`src/rtl/fetch_stage.sv`:
```
// Instruction-fetch stage: PC generation, synchronous imem interface with a
// one-entry hold register for stalls, and two-cycle redirect bubbles.
module fetch_stage #(
  parameter logic [31:0] RESET_PC  = 32'h0100_0000,
  parameter logic [31:0] NOP_INSTR = 32'h0000_0013
) (
  input  logic        clock,
  input  logic        reset,
  input  logic        stall,
  input  logic        redirect,
  input  logic [31:0] redirect_pc,
  output logic [31:0] imem_addr,
  input  logic [31:0] imem_rdata,
  output logic [31:0] pc_out,
  output logic [31:0] instr_out,
  output logic        kill_out,
  output logic        valid_out
);

  logic [31:0] pc_req;
  logic [31:0] pc_resp;
  logic        resp_valid;
  logic [31:0] hold_instr;
  logic        hold_valid;
  logic [31:0] target_pc;
  logic        capture;

  // Targets are word aligned; the low two bits of redirect_pc are dropped.
  assign target_pc = {redirect_pc[31:2], 2'b00};

  logic unused_pc_lsbs;
  assign unused_pc_lsbs = &redirect_pc[1:0];

  // Capture only correct-path data, and only once per stall.
  assign capture = !reset && !redirect && stall && resp_valid && !hold_valid;

  // NOTE: sequential state uses non-blocking assignments so every register
  // samples pre-edge values regardless of statement order.
  always_ff @(posedge clock) begin
    if (reset) begin
      pc_req     <= RESET_PC;
      pc_resp    <= '0;
      resp_valid <= 1'b0;
      hold_valid <= 1'b0;
    end else if (redirect) begin
      pc_req     <= target_pc;
      resp_valid <= 1'b0;
      hold_valid <= 1'b0;
    end else if (stall) begin
      if (capture) hold_valid <= 1'b1;
    end else begin
      pc_resp    <= pc_req;
      pc_req     <= pc_req + 32'd4;
      resp_valid <= 1'b1;
      hold_valid <= 1'b0;
    end
  end

  // NOTE: the hold data register has no reset; hold_valid alone guards it,
  // so its power-up contents can never reach instr_out.
  always_ff @(posedge clock) begin
    if (capture) hold_instr <= imem_rdata;
  end

  // NOTE: every output gets a default first so always_comb infers no latch.
  always_comb begin
    kill_out  = reset | redirect | ~resp_valid;
    valid_out = ~kill_out;
    pc_out    = pc_resp;
    imem_addr = pc_req;
    instr_out = imem_rdata;
    if (kill_out)        instr_out = NOP_INSTR;
    else if (hold_valid) instr_out = hold_instr;
  end

endmodule

```
`config.mk`:
```
export PLATFORM = sky130hd
export DESIGN_NAME = fetch_stage
export DESIGN_NICKNAME = d
export VERILOG_FILES = /design/src/rtl/fetch_stage.sv
export SDC_FILE = /design/constraint.sdc
export NUM_CORES = 1
export LEC_CHECK = 0
export ABC_CLOCK_PERIOD_IN_PS = 7900
export BUFFER_PORTS_ARGS = -buffer_cell sky130_fd_sc_hd__buf_4
export CORE_UTILIZATION = 55
export CTS_BUF_LIST = sky130_fd_sc_hd__clkbuf_4
export DETAILED_ROUTE_END_ITERATION = 8
export GPL_TIMING_DRIVEN = 0
export PLACE_DENSITY = 0.88
export SLEW_MARGIN = 20
export SYNTH_ARGS = -nofsm -noshare
export SYNTH_HDL_FRONTEND = slang
export SYNTH_SLANG_ARGS = --single-unit
```
`constraint.sdc`:
```
create_clock -name clock -period 7.9 [get_ports clock]
set_input_delay 1.185 -clock clock [delete_from_list [all_inputs] [get_ports clock]]
set_output_delay 1.185 -clock clock [all_outputs]
set_load 0.05 [all_outputs]
```
==> summary.txt, run 1 <==
Max VDD drop - 133 µV
Multi-input logic area - 0.00209 mm²
Required @ worst endpoint - 6.71 ns
Max-slew violations - 0
Power Dens Cells - 172 mW/mm²
Mean Syn Cell Area - 9.23 µm²
Synthesized flop and latch total - 94
Yosys cell types - 59
Die height - 92.9 µm
Clock buffer count from CTS - 9
Mux contribution to synthesized area - 7.50%
Initial antenna violation count - 0
Asr flop ratio synth - 0%
WL/cell - 16.3 µm
Mapped Cells - 492
Vias in the first global route - 4179
CTS Hold Bufs - 0
Setup bufs post-CTS - 0
Max Clk Rate - 235 MHz
Simple-gate share of the synthesized area - 23.9%
Status - completed
WS Path Type - in -> out
Clock Pin Slew Worst Setup and Hold Paths - 0.15 ns
Gpl congestion - 0.961
Clk sinks - 94
Core area - 0.00785 mm²
Clock Latency Late Sink - 0.45 ns
RSZ-0062 raised after global routing - false
Gr usage total - 29.8%
Grt ovf - 0
Post-Synth Adder-Cell Area - 0.276%
Worst Tran Pin Value - 0.732 ns
Synth Area in Compound Gates - 12.1%
First-pass GRT wire length - 20400 µm
Setup crit start kind - input port
Synth area leaders - dfxtp_1, edfxtp_1, mux2i_1
Clock Path Buffers - 2
Largest area contributor in the netlist - dfxtp_1
Slowest Stage Delay on Critical Path - 0.49 ns
Initial Util - 57.9%
1st-iter DRT viols - 317
CP max-delay cell - buf_1
Cell Rows - 32
Leakage - 0.00241 µW
YS warnings - 0
Detail Route Antenna Nets - 0
Cts repair resizes - 0
Post-Synth XOR/XNOR Area - 1.74%
Ant diodes - 0
Prevailing post-synth register cell - dfxtp_1
Total power draw - 1040 µW
Setup TNS - 0 ns
EDFF count, synth - 32
I/O Buffers - 157
Fillers - 537
Post-synth top cells - nand2_1, dfxtp_1, nor2_1
Sequential area share after synthesis - 48.5%
# nets final - 735
Layout cells sized above 1 - 29.2%
Routed via count - 4439
Die width - 92.9 µm
Synthesized area - 0.00454 mm²
Max-Cap Viols - 0
CTS root buffer - clkbuf_4
Crit end category - output pin
Via-to-Cell Ratio - 5.74
Final setup vio count - 0
DRT Wirelength - 12600 µm
H-tree depth - 3
Fin. Hold Viols - 0
Die area - 0.00862 mm²
Critical path buffers and inverters - 4
Seq. cell area - 0.00220 mm²
Largest net degree at the start of global routing - 18
Combinational family with the most area after synthesis - simple AND/OR/NAND/NOR gates
Crit path cell chain - clkbuf_1 > buf_1 > nor2_1 > nand2_1 > buf_1 > nor2_1 > buf_4
Residual DRC count - 0
Area share of the largest cell type after synthesis - 27.3%
Clk_skew - 0.0217 ns
Fin crit share - 53.8%
Crit-path leading delay family - buffers and inverters
Headroom to the max-slew limit - 50.8%
Boundary pin count - 166
DP Wirelength - 9390 µm
Hold Slack - 0.464 ns
Area delta synth->final - 33.4%
DRT Pass-1 Iters - 7
Hold Crit Class - reg -> reg
Count leader, synth - nand2_1
CTS tree - done
Crit path max fanout - 10
Post-layout min period - 4.25 ns
WP data arrival - 3.06 ns
report_power, final:
group	total, µW	switching [µW]	internal, µW
logic	194	123	70.7
registers	539	22.7	517
clock network	308	175	134
routing by layer:
layer  vias up  part of all wire, %  track usage [%]
met2       247                   49             51.5
met1      2059                   41             37.8
met4         0                  1.5             8.72
met5         -                    0                0
li1       2106                    -                -
met3        27                  8.4             5.50
worst paths after layout:
| check | to | slack (ns) | from | cells past startpoint |
|---|---|---|---|---|
| worst max-delay path | instr_out[28] | 3.65 | redirect | 7 |
| worst min-delay path | pc_out[22] | 0.46 | pc_out[22] | 2 |
| worst max register to register | imem_addr[18] | 5.60 | imem_addr[2] | 5 |
| worst min register to register | pc_out[22] | 0.46 | pc_out[22] | 2 |
worst reg2reg max path: cells and delay by family (launching register included):
kind,cells,cell delay [ns]
simple gates,2,0.86
compound gates,2,0.55
fa+ha+maj,1,0.26
flops,1,0.53
through the flow:
| stage | cells | util [%] | instance area [µm²] | worst slack (ns) |
|---|---|---|---|---|
| after global placement | 754 | 74.6 | 5860 | 2.35 |
| final | 773 | 77.2 | 6060 | 3.65 |
| after floorplan | 495 | - | 4550 | 3.21 |
| after detailed placement | 757 | 75.0 | 5890 | 3.68 |
| after CTS | 773 | 77.2 | 6060 | 3.66 |
| after global routing | 773 | 77.2 | 6060 | 3.50 |
cells in the final DEF, fill, tap and decap left out, drive strengths merged, types with 2 or more instances in the layout:
master and n:
or3 6, o21ai 6, o211ai 3, nand2 81
nor4 4, or2 3, xor2 5, nor3b 2
nand3 12, xnor2 4, a211oi 12, nor2 58
and4 9, nor2b 4, dlygate4sd1 2, inv 14
nor3 7, dfxtp 62, and3 8, mux2i 34
conb 4, or4 3, a31oi 3, o31ai 4
nand4 12, clkbuf 38, bufinv 2, a21oi 34
a2111oi 6, buf 170, a32oi 2, nand4b 4
nand3b 2, a311oi 4, edfxtp 32
cells by family after synthesis:
kind of cell / count (synthesis)
simple gates: 220
flops: 94
compound gates: 83
buf+inv: 50
mux: 34
xor+xnor: 9
fa+ha+maj: 1
other cells: 1
registers in the layout, summed over array words and instances (netlist names):
register    cells
imem_addr      30
hold_valid      1
hold_instr     32
pc_out         30
resp_valid      1
cell type report:
| cell class | count | area share [%] |
|---|---|---|
| plain buffers | 41 | 3.86 |
| clock buffers | 9 | 1.12 |
| clock inverters | 7 | 1.67 |
| inverters | 9 | 0.558 |
| multi-input cells | 351 | 34.4 |
| flip-flops and latches | 94 | 36.3 |
| well taps | 102 | 2.11 |
| repair buffers | 160 | 19.9 |
Power figures use the tool's default switching activity.
==> inputs of run 2 (changes only) <==
--- a/config.mk
+++ b/config.mk
@@ -5,13 +5,13 @@
 export SDC_FILE = /design/constraint.sdc
 export NUM_CORES = 1
 export LEC_CHECK = 0
-export ABC_CLOCK_PERIOD_IN_PS = 7900
+export ABC_CLOCK_PERIOD_IN_PS = 4200
 export BUFFER_PORTS_ARGS = -buffer_cell sky130_fd_sc_hd__buf_4
-export CORE_UTILIZATION = 55
+export CORE_UTILIZATION = 51
 export CTS_BUF_LIST = sky130_fd_sc_hd__clkbuf_4
 export DETAILED_ROUTE_END_ITERATION = 8
 export GPL_TIMING_DRIVEN = 0
-export PLACE_DENSITY = 0.88
+export PLACE_DENSITY = 0.82
 export SLEW_MARGIN = 20
 export SYNTH_ARGS = -nofsm -noshare
 export SYNTH_HDL_FRONTEND = slang
==> constraint.sdc (replaced) <==
create_clock -name clock -period 4.2 [get_ports clock]
set_input_delay 0.63 -clock clock [delete_from_list [all_inputs] [get_ports clock]]
set_output_delay 0.63 -clock clock [all_outputs]
set_load 0.05 [all_outputs]
==> summary.txt, run 2 (same netlist as run 1, synthesis figures left out) <==
Status - completed (unchanged)
Crit end category - output pin (unchanged)
P_sw - 581 µW (was 320 µW)
FF-to-FF Start - imem_addr[2] (unchanged)
CTS Hold Bufs - 0 (unchanged)
Sequential power share - 53.9% (was 51.8%)
Gr usage total - 27.4% (was 29.8%)
Critical path origin - redirect (unchanged)
RSZ-0062 raised after global routing - false (unchanged)
Critical Path Sink - instr_out[2] (was instr_out[28])
Ant diodes - 0 (unchanged)
Switching fraction of total power - 30.8% (about the same)
WL/cell - 16.6 µm (was 16.3 µm)
WP data arrival - 2.60 ns (was 3.06 ns)
DRT Pass-1 Iters - 5 (was 7)
Headroom to the max-slew limit - 52.0% (was 50.8%)
Fin. Hold Viols - 0 (unchanged)
Setup crit start kind - input port (unchanged)
H-tree depth - 3 (unchanged)
Initial Util - 52.3% (was 57.9%)
Crit path max fanout - 10 (unchanged)
Fin crit share - 76.9%
CTS root buffer - clkbuf_4 (unchanged)
Hold Slack - 0.365 ns (was 0.464 ns)
Clk sinks - 94 (unchanged)
Grt ovf - 0 (unchanged)
CTS tree - done (unchanged)
Clock buffer count from CTS - 9 (unchanged)
Area delta synth->final - 32.9% (was 33.4%)
1st-iter DRT viols - 349 (was 317)
Clk_skew - 0.0281 ns (was 0.0217 ns)
Int Power - 1300 µW (was 721 µW)
Reg-to-reg setup timing slack - 1.72 ns (was 5.60 ns)
Worst Tran Pin Value - 0.714 ns (was 0.732 ns)
Initial antenna violation count - 0 (unchanged)
Residual DRC count - 0 (unchanged)
Design area - 0.00603 mm² (was 0.00606 mm²)
Clock Pin Slew Worst Setup and Hold Paths - 0.14 ns (was 0.15 ns)
I/O Buffers - 157 (unchanged)
Max VDD drop - 176 µV (was 133 µV)
First-pass GRT wire length - 19400 µm (was 20400 µm)
Detail Route Antenna Nets - 0 (unchanged)
Gpl congestion - 0.941 (was 0.961)
Most frequent cells in the layout - buf_4, nand2_1, dfxtp_1 (unchanged)
Leakage - 0.00239 µW (was 0.00241 µW)
Cell Rows - 34 (was 32)
Routed via count - 4451 (was 4439)
Die area - 0.00928 mm² (was 0.00862 mm²)
WS Path Type - in -> out (unchanged)
# nets final - 735 (unchanged)
Max-slew violations - 0 (unchanged)
Final setup vio count - 0 (unchanged)
Flip-flop count of the largest register after layout - 32 (unchanged)
Max-Cap Viols - 0 (unchanged)
Post-layout min period - 3.23 ns
Boundary pin count - 166 (unchanged)
Clock share of power - 26.7% (was 29.6%)
Post-placement cell area - 0.00589 mm² (about the same)
Hold Crit Class - in -> reg (was reg -> reg)
Cts repair resizes - 0 (unchanged)
Reg2reg end - imem_addr[22] (was imem_addr[18])
Largest Register - hold_instr (unchanged)
Reg2reg path depth - 5 (unchanged)
Most common cell after layout, fill and taps aside - buf_4 (unchanged)
Via-to-Cell Ratio - 5.71 (was 5.74)
Largest net degree at the start of global routing - 16 (was 18)
Max Clk Rate - 310 MHz
Core area - 0.00868 mm² (was 0.00785 mm²)
Clock Latency Late Sink - 0.45 ns (about the same)
Clock Path Buffers - 2 (unchanged)
DP Wirelength - 9760 µm (was 9390 µm)
Layout cells sized above 1 - 29.2% (unchanged)
Vias in the first global route - 4077 (was 4179)
Comb power frac - 19.4% (was 18.6%)
Setup bufs post-CTS - 0 (unchanged)
DRT Wirelength - 12900 µm (was 12600 µm)
Die width - 96.4 µm (was 92.9 µm)
Power Dens Cells - 312 mW/mm² (was 172 mW/mm²)
Required @ worst endpoint - 3.57 ns (was 6.71 ns)
Die height - 96.4 µm (was 92.9 µm)
==> run 2: area by class of cell <==
| type | instances | area, µm² |
|---|---|---|
| tap | 108 | 135 |
| multi-input combinational | 351 | 2090 |
| clock inverter | 5 | 57.6 |
| clock buffer | 11 | 82.6 |
| buffer | 41 | 234 |
| timing repair buffer | 160 | 1200 |
| sequential | 94 | 2200 |
| inverter | 9 | 33.8 |
| fill | 715 | 2650 |
==> run 2: critical path, cell delays in order <==
cell,delay [ns]
clkbuf_1,0.41
buf_1,0.48
nor2_1,0.13
nand2_1,0.21
clkbuf_1,0.37
nor2_1,0.13
buf_4,0.21
==> run 2: worst min path at each step <==
stage / end / cells after the start / start / slack (ns)
2_1_floorplan: hold_valid / 2 / resp_valid / 0.45
3_3_place_gp: pc_out[27] / 2 / pc_out[27] / 0.45
3_5_place_dp: pc_out[11] / 2 / pc_out[11] / 0.45
4_1_cts: hold_instr[10] / 1 / imem_rdata[10] / 0.35
5_1_grt: hold_instr[16] / 1 / imem_rdata[16] / 0.34
6_report: hold_instr[10] / 1 / imem_rdata[10] / 0.36
==> run 2: per-stage QoR <==
step | setup slack (ns) | utilization, % | cells | power (µW) | TNS, ns
3_5_place_dp | 1.01 | 67.9 | 763 | 1400 | 0
6_report | 0.972 | 69.5 | 779 | 1880 | 0
2_1_floorplan | 0.0663 | - | 495 | 1250 | 0
5_1_grt | 0.834 | 69.5 | 779 | 1950 | 0
3_3_place_gp | -0.813 | 67.6 | 760 | 1390 | -26.00
4_1_cts | 0.995 | 69.5 | 779 | 1880 | 0
==> run 2: power by group through the flow <==
stage	Sequential, µW	Combinational [µW]	Clock [µW]
global route	1020	388	545
global placement	1030	356	0
finish	1010	365	502
CTS	1010	365	503
detailed placement	1030	363	0
floorplan	1120	132	0
==> run 2: per-layer routing <==
| layer | track usage (%) | part of all wire (%) |
|---|---|---|
| met1 | 33.4 | 40 |
| met2 | 47.8 | 49 |
| met3 | 5.61 | 8.7 |
| met4 | 9.56 | 2.0 |
| met5 | 0 | 0 |
==> inputs of run 3 (changes only) <==
--- a/config.mk
+++ b/config.mk
@@ -5,7 +5,7 @@
 export SDC_FILE = /design/constraint.sdc
 export NUM_CORES = 1
 export LEC_CHECK = 0
-export ABC_CLOCK_PERIOD_IN_PS = 4200
+export ABC_CLOCK_PERIOD_IN_PS = 3000
 export BUFFER_PORTS_ARGS = -buffer_cell sky130_fd_sc_hd__buf_4
 export CORE_UTILIZATION = 51
 export CTS_BUF_LIST = sky130_fd_sc_hd__clkbuf_4
==> constraint.sdc (replaced) <==
create_clock -name clock -period 3 [get_ports clock]
set_input_delay 0.45 -clock clock [delete_from_list [all_inputs] [get_ports clock]]
set_output_delay 0.45 -clock clock [all_outputs]
set_load 0.05 [all_outputs]
==> summary.txt, run 3 (same netlist as run 1, synthesis figures left out) <==
Die height - 96.4 µm (unchanged)
Power Dens Cells - 428 mW/mm² (was 312 mW/mm²)
Gr usage total - 27.0% (was 27.4%)
H-tree depth - 3 (unchanged)
Placed insts - 762 (was 763)
CTS tree - done (unchanged)
DRT Wirelength - 12900 µm (about the same)
Clock Path Buffers - 2 (unchanged)
Max Clk Rate - 360 MHz
Leakage - 0.00238 µW (was 0.00239 µW)
Most common cell after layout, fill and taps aside - buf_4 (unchanged)
Clk_skew - 0.0124 ns (was 0.0281 ns)
Hold Slack - 0.168 ns (was 0.365 ns)
Headroom to the max-slew limit - 51.3% (was 52.0%)
DRT Pass-1 Iters - 7 (was 5)
Residual DRC count - 0 (unchanged)
Max-Cap Viols - 0 (unchanged)
Initial Util - 52.3% (unchanged)
Fin crit share - 92.7%
Post-layout min period - 2.78 ns
Crit end category - output pin (unchanged)
Ant diodes - 0 (unchanged)
Total power draw - 2580 µW (was 1880 µW)
Max-slew violations - 0 (unchanged)
Clk sinks - 94 (unchanged)
Setup crit start kind - flip-flop (was input port)
Area delta synth->final - 32.7% (was 32.9%)
Vias in the first global route - 3916 (was 4077)
Largest Register - hold_instr (unchanged)
Clock Pin Slew Worst Setup and Hold Paths - 0.15 ns (was 0.14 ns)
Detail Route Antenna Nets - 0 (unchanged)
Post-Layout Cell Count - 778 (was 779)
Max VDD drop - 234 µV (was 176 µV)
RSZ-0062 raised after global routing - false (unchanged)
Cts repair resizes - 0 (unchanged)
DP Wirelength - 9620 µm (was 9760 µm)
Status - completed (unchanged)
Gpl congestion - 0.913 (was 0.941)
Crit path max fanout - 10 (unchanged)
Hold Crit Class - in -> reg (unchanged)
I/O Buffers - 157 (unchanged)
Cell Rows - 34 (unchanged)
# nets final - 734 (was 735)
Flip-flop count of the largest register after layout - 32 (unchanged)
Layout cells sized above 1 - 29.0% (was 29.2%)
Final setup vio count - 0 (unchanged)
Die area - 0.00928 mm² (unchanged)
Setup bufs post-CTS - 0 (unchanged)
Via-to-Cell Ratio - 5.75 (was 5.71)
WL/cell - 16.6 µm (about the same)
Worst Tran Pin Value - 0.725 ns (was 0.714 ns)
Clock buffer count from CTS - 9 (unchanged)
Clock Latency Late Sink - 0.46 ns (was 0.45 ns)
Setup TNS - 0 ns (unchanged)
Required @ worst endpoint - 2.55 ns (was 3.57 ns)
WP data arrival - 2.33 ns (was 2.60 ns)
CTS Hold Bufs - 0 (unchanged)
WS Path Type - reg -> out (was in -> out)
1st-iter DRT viols - 260 (was 349)
Initial antenna violation count - 0 (unchanged)
Grt ovf - 0 (unchanged)
Die width - 96.4 µm (unchanged)
Boundary pin count - 166 (unchanged)
First-pass GRT wire length - 18900 µm (was 19400 µm)
Largest net degree at the start of global routing - 18 (was 16)
CTS root buffer - clkbuf_4 (unchanged)
Routed via count - 4477 (was 4451)
Core area - 0.00868 mm² (unchanged)
Fin. Hold Viols - 0 (unchanged)
Most frequent cells in the layout - buf_4, nand2_1, dfxtp_1 (unchanged)
run 3: changes by cell type in the layout (fill, tap and decap cells not counted), sizes merged:
cell / change
clkbuf: -2
inv: +3
buf: -1
bufinv: -1
run 3: per-stage QoR:
stage / instance area [µm²] / setup WS, ns / utilization [%]
detailed placement: 5900 / 0.236 / 68.0
floorplan: 4560 / 0.169 / -
CTS: 6030 / 0.173 / 69.4
global placement: 5870 / -0.388 / 67.6
finish: 6030 / 0.218 / 69.4
global route: 6030 / 0.0427 / 69.4
run 3: cell type report:
type	count	area (µm²)
tap	108	135
sequential	94	2200
buffer	41	234
inverter	9	33.8
fill	702	2650
clock buffer	9	67.6
timing repair buffer	159	1200
multi-input combinational	351	2090
clock inverter	7	55.1
run 3: worst paths after layout:
| kind | startpoint | to | slack (ns) | cells after the start |
|---|---|---|---|---|
| setup / recovery | hold_valid | instr_out[0] | 0.22 | 5 |
| hold / removal | imem_rdata[1] | hold_instr[1] | 0.17 | 1 |
| setup reg to reg | imem_addr[2] | imem_addr[18] | 0.61 | 5 |
| hold reg to reg | pc_out[17] | pc_out[17] | 0.47 | 2 |
run 3: layer usage:
layer | vias up | track usage, % | share of wire (%)
li1 | 2112 | - | -
met1 | 2097 | 33.5 | 41
met2 | 237 | 46.3 | 49
met3 | 31 | 5.29 | 8.5
met4 | 0 | 10.3 | 2.0
met5 | - | 0 | 0
run 3: power breakdown:
group / switching (µW) / total, µW / internal [µW]
Sequential: 60.3 / 1420 / 1360
Clock: 460 / 644 / 184
Combinational: 326 / 513 / 187
run 3: worst max-delay path: stages, from the launching register on:
cell and delay (ns):
dfxtp_1 0.34, clkbuf_1 0.36, buf_1 0.60, mux2i_1 0.31
nand2_1 0.08, buf_4 0.19
